**src/rtl/pipeline_hazard_ctrl.sv**
```systemverilog
`default_nettype none
// ============================================================================
// pipeline_hazard_ctrl : stall/flush sequencer for the 5-stage RV32 pipeline
// with data-memory handshake and memory-timeout trap.  Revision: 1.0
// ============================================================================
module pipeline_hazard_ctrl #(
  parameter int DMEM_TIMEOUT = 64,
  parameter int STALL_CNT_W  = 32
) (
  input  logic                   clk,
  input  logic                   rstn,
  input  logic [4:0]             id_rs1,
  input  logic [4:0]             id_rs2,
  input  logic                   id_uses_rs1,
  input  logic                   id_uses_rs2,
  input  logic [4:0]             id_ex_rd,
  input  logic                   id_ex_mem_read,
  input  logic                   ex_branch_taken,
  input  logic                   ex_mem_mem_read,
  input  logic                   ex_mem_mem_write,
  input  logic                   dmem_ready,
  output logic                   dmem_req,
  output logic                   pc_en,
  output logic                   if_id_en,
  output logic                   if_id_flush,
  output logic                   id_ex_en,
  output logic                   id_ex_flush,
  output logic                   ex_mem_en,
  output logic                   mem_wb_en,
  output logic                   mem_wb_flush,
  output logic                   bus_err,
  output logic [STALL_CNT_W-1:0] stall_cycles
);

  localparam logic [1:0] C_ST_RUN   = 2'd0;
  localparam logic [1:0] C_ST_WAIT  = 2'd1;
  localparam logic [1:0] C_ST_ERROR = 2'd2;

  localparam int WAIT_W = (DMEM_TIMEOUT < 2) ? 2 : $clog2(DMEM_TIMEOUT + 1) + 1;
  localparam logic [WAIT_W-1:0]      C_TIMEOUT  = WAIT_W'(DMEM_TIMEOUT);
  localparam logic                   C_TO_EN    = (DMEM_TIMEOUT != 0);
  localparam logic [WAIT_W-1:0]      C_WAIT_MAX = {WAIT_W{1'b1}};
  localparam logic [STALL_CNT_W-1:0] C_CNT_MAX  = {STALL_CNT_W{1'b1}};

  logic [1:0]             r_state;
  logic [1:0]             w_state_nxt;
  logic [WAIT_W-1:0]      r_wait_cnt;
  logic [WAIT_W-1:0]      w_wait_nxt;
  logic                   r_bus_err;
  logic [STALL_CNT_W-1:0] r_stall_cycles;

  logic w_mem_acc;
  logic w_dmem_req;
  logic w_mem_stall;
  logic w_rs1_hit;
  logic w_rs2_hit;
  logic w_load_use;

  assign w_mem_acc   = ex_mem_mem_read | ex_mem_mem_write;
  assign w_dmem_req  = rstn & (r_state != C_ST_ERROR) & w_mem_acc;
  assign w_mem_stall = w_dmem_req & ~dmem_ready;
  assign w_rs1_hit   = id_uses_rs1 & (id_rs1 == id_ex_rd);
  assign w_rs2_hit   = id_uses_rs2 & (id_rs2 == id_ex_rd);
  assign w_load_use  = id_ex_mem_read & (id_ex_rd != 5'd0) & (w_rs1_hit | w_rs2_hit);

  // State register
  always_ff @(posedge clk or negedge rstn) begin
    if (!rstn) begin
      r_state    <= C_ST_RUN;
      r_wait_cnt <= '0;
      r_bus_err  <= 1'b0;
    end else begin
      r_state    <= w_state_nxt;
      r_wait_cnt <= w_wait_nxt;
      if (w_state_nxt == C_ST_ERROR)
        r_bus_err <= 1'b1;
    end
  end

  // Next-state logic
  always_comb begin
    w_state_nxt = r_state;
    w_wait_nxt  = r_wait_cnt;
    case (r_state)
      C_ST_RUN: begin
        if (w_mem_stall) begin
          w_state_nxt = C_ST_WAIT;
          w_wait_nxt  = WAIT_W'(1);
        end
      end
      C_ST_WAIT: begin
        if (dmem_ready) begin
          w_state_nxt = C_ST_RUN;
          w_wait_nxt  = '0;
        end else if (C_TO_EN && (r_wait_cnt == C_TIMEOUT)) begin
          w_state_nxt = C_ST_ERROR;
        end else if (r_wait_cnt != C_WAIT_MAX) begin
          w_wait_nxt = r_wait_cnt + WAIT_W'(1);
        end
      end
      C_ST_ERROR: begin
        w_state_nxt = C_ST_ERROR;
      end
      default: begin
        w_state_nxt = C_ST_RUN;
        w_wait_nxt  = '0;
      end
    endcase
  end

  // Output logic: memory stall outranks branch squash, which outranks load-use
  always_comb begin
    pc_en        = 1'b0;
    if_id_en     = 1'b0;
    if_id_flush  = 1'b0;
    id_ex_en     = 1'b0;
    id_ex_flush  = 1'b0;
    ex_mem_en    = 1'b0;
    mem_wb_en    = 1'b0;
    mem_wb_flush = 1'b0;
    if (!rstn) begin
      if_id_flush  = 1'b1;
      id_ex_flush  = 1'b1;
      mem_wb_flush = 1'b1;
    end else if (r_state == C_ST_ERROR) begin
      pc_en = 1'b0;
    end else if (w_mem_stall) begin
      mem_wb_en    = 1'b1;
      mem_wb_flush = 1'b1;
    end else if (ex_branch_taken) begin
      pc_en       = 1'b1;
      if_id_en    = 1'b1;
      if_id_flush = 1'b1;
      id_ex_en    = 1'b1;
      id_ex_flush = 1'b1;
      ex_mem_en   = 1'b1;
      mem_wb_en   = 1'b1;
    end else if (w_load_use) begin
      id_ex_en    = 1'b1;
      id_ex_flush = 1'b1;
      ex_mem_en   = 1'b1;
      mem_wb_en   = 1'b1;
    end else begin
      pc_en     = 1'b1;
      if_id_en  = 1'b1;
      id_ex_en  = 1'b1;
      ex_mem_en = 1'b1;
      mem_wb_en = 1'b1;
    end
  end

  // Saturating count of frozen-PC cycles outside the trap state
  always_ff @(posedge clk or negedge rstn) begin
    if (!rstn) begin
      r_stall_cycles <= '0;
    end else if ((r_state != C_ST_ERROR) && !pc_en && (r_stall_cycles != C_CNT_MAX)) begin
      r_stall_cycles <= r_stall_cycles + STALL_CNT_W'(1);
    end
  end

  assign dmem_req     = w_dmem_req;
  assign bus_err      = r_bus_err;
  assign stall_cycles = r_stall_cycles;

endmodule
`default_nettype wire

```
**config.mk**
```make
export PLATFORM = sky130hd
export DESIGN_NAME = pipeline_hazard_ctrl
export DESIGN_NICKNAME = d
export VERILOG_FILES = /design/src/rtl/pipeline_hazard_ctrl.sv
export SDC_FILE = /design/constraint.sdc
export NUM_CORES = 1
export LEC_CHECK = 0
export BUFFER_PORTS_ARGS = -buffer_cell sky130_fd_sc_hd__buf_2
export CAP_MARGIN = 5
export CORE_MARGIN = 1
export CORE_UTILIZATION = 35
export CTS_CLUSTER_DIAMETER = 100
export DETAILED_ROUTE_END_ITERATION = 7
export GPL_TIMING_DRIVEN = 1
export MAX_ROUTING_LAYER = met4
export PLACE_DENSITY = 0.66
export SYNTH_ARGS = -nofsm -noshare
export SYNTH_HDL_FRONTEND = slang
export SYNTH_SLANG_ARGS = --single-unit
export TNS_END_PERCENT = 20
```
**constraint.sdc**
```tcl
create_clock -name clk -period 3.5 [get_ports clk]
set_input_delay 0.175 -clock clk [delete_from_list [all_inputs] [get_ports clk]]
set_output_delay 0.175 -clock clk [all_outputs]
set_load 0.01 [all_outputs]
```
==> out/metrics.cfg <==
[sta]
clock_skew_ns=0.0116
tns_ns=0
finalHoldViolations=0
timing.final.crit_share=0.667
drv_slew=0
max_clock_freq_mhz=429
min_period_ns=2.33
worst_pin_slew_ns=0.516
rsz0062_at_grt=false
slew_headroom=0.656
holdWs_ns=0.149
setup_viol=0

[worst_setup_path]
cp_data_required_time_ns=3.68
worstPathArrival_ns=2.51
end_kind=register
crit_path_start_kind=register
path_max_fanout=28
path_class=register to register

[flow_run]
cap_violations=0

[cells_and_area]
final_common_cell=buf_2
mostFrequentLayoutCells=buf_2, dfrtp_1, xnor2_1
diodes=0
drive_gt1_frac=0.273
ff_latch_area_mm2=0.00108
areaGrowthSynthToFinish_pct=21.7
instances_no_fill=377
multi_input_area_mm2=0.00114
nNetsFinal=326
fillers=617

[routing]
drt-initial-drc-count=99
avgRoutedWirePerCell_um=12.7
via_count=1885
antenna_left=0
dr.pass1.iters=5
drc=0
routed_wirelength_um=4770
vias_per_cell=5.00

[clock_tree]
cts_resized=0
clk_latency_ns=0.30
root_buffer=clkbuf_8
path_clk_slew_ns=0.08
clockBufferDepth=2
cts_setup_buffers=0
cts_buffers=5
clock-sinks=43
cts_tree=built
htree_levels=2

[power_and_ir_drop]
p_per_area_mw_per_mm2=340
max-vdd-ir-drop_uv=169
p_leak_nw=1.36

[synthesis]
synth_cell_type_count=36
syn_avg_cell_area_um2=9.96
yosysWarnings=0
synth_fp_nets=258
yosysSeqAreaShare=0.468
synth.ff_latch_count=43
syn_area_mm2=0.00230
syn_inst=231

[placement]
numPortBuffers=65
dp.cells=368
hpwl_um=3600
gp_congestion=0.824

[grt]
grt_max_degree=42
gr-total-overflow=0
grt_pass1_vias=1801
grt_use_total=0.152
antenna_found_initial=0
grt_first_pass_wirelength_um=8440

[die]
row_count=29
dieArea_mm2=0.00690
start_util=0.362
core_area_mm2=0.00635
die_x_um=83.1
io-pin-count=66
fp.dieH_um=83.1

[worst_hold_path]
min_path_type=input pin to register

[run_status]
status=completed

where the power goes:
| part | total [mW] | leakage (nW) | switching, mW | internal, mW |
|---|---|---|---|---|
| Combinational | 0.0573 | 0.724 | 0.0314 | 0.0259 |
| Clock | 0.389 | 0.0581 | 0.176 | 0.213 |
| Sequential | 0.505 | 0.579 | 0.00473 | 0.500 |
metal layers:
metal	up-vias	share of wire	track usage
met5	-	0	-
met3	4	0.039	0.0249
met1	892	0.46	0.201
li1	941	-	-
met2	48	0.49	0.247
met4	0	0.0094	0.0376
cells by family after synthesis:
group | after synthesis | synth area share
compound gates | 25 | 0.0626
xor+xnor | 45 | 0.171
fa+ha+maj | 3 | 0.0163
buf+inv | 12 | 0.0348
flops | 43 | 0.468
mux | 1 | 0.00490
simple gates | 102 | 0.242
area by class of cell:
| type | count | share of cell area |
|---|---|---|
| timing repair buffer | 68 | 0.125 |
| tap | 77 | 0.0344 |
| multi-input combinational | 176 | 0.409 |
| clock inverter | 3 | 0.0157 |
| sequential | 43 | 0.385 |
| inverter | 5 | 0.00671 |
| clock buffer | 5 | 0.0246 |
stage by stage:
step	setup WS, ns	power (mW)	instance area (um2)	util
after floorplan	1.36	0.537	2300	-
after global placement	1.25	0.571	2680	0.421
after detailed placement	1.17	0.573	2680	0.421
after CTS	1.16	0.968	2800	0.441
after global routing	0.979	0.993	2800	0.441
final	1.17	0.951	2800	0.441
sequential cells by signal, summed over array words and instances (netlist names):
signal and count:
bus_err 1, r_state 2, r_wait_cnt 8, stall_cycles 32
final timing paths:
check | start | end | slack, ns | cells after the start
max in group asynchronous | rstn | r_state[1] | 2.47 | 3
min in group asynchronous | rstn | r_wait_cnt[2] | 0.28 | 2
min | dmem_ready | r_state[0] | 0.15 | 2
max | stall_cycles[0] | stall_cycles[1] | 1.17 | 8
min reg2reg | bus_err | bus_err | 0.47 | 1
max reg2reg | stall_cycles[0] | stall_cycles[1] | 1.17 | 8
synthesized netlist by cell type:
master     n  area [um2]
or4_1      1        7.51
or3_1      2        12.5
xnor2_1   42         368
and2b_1    1        7.51
or2_2      1        6.26
o21ai_2    1        8.76
nand3_2    3        30.0
a22o_1     1        8.76
buf_4      2        15.0
a21boi_0   1        7.51
nand4_1   17         106
nor2_1    13        48.8
a21o_1     1        7.51
mux2_2     1        11.3
buf_8      1        15.0
nand2_1   18        67.6
buf_6      2        22.5
and3b_1    1        8.76
o21a_1     2        15.0
nor4b_1    1        8.76
nand3b_1   1        7.51
inv_1      5        18.8
o22ai_1    1        6.26
nor3_1     6        30.0
clkbuf_1   1        3.75
a21oi_1    5        25.0
dfrtp_1   43        1080
ha_1       3        37.5
and2_1     7        43.8
nor3_2     1        10.0
nand3_1   16        80.1
o21ai_0   13        65.1
nand2b_1   1        6.26
xor2_1     3        26.3
buf_2      1        5.00
and3_1    12        75.1
critical path, stage by stage (launching register included):
cell     delay [ns]
dfrtp_1        0.44
ha_1           0.23
and3_1         0.21
and3_1         0.23
and2_1         0.25
nand2_1        0.10
o21a_1         0.11
buf_4          0.28
mux2_2         0.37
timing repair:
action                                  CTS  global route
hold buffers                              1             0
endpoints found under the hold margin     2             0
endpoints found under the setup margin    0             0
Note: power is estimated with default switching activity, not from simulation.
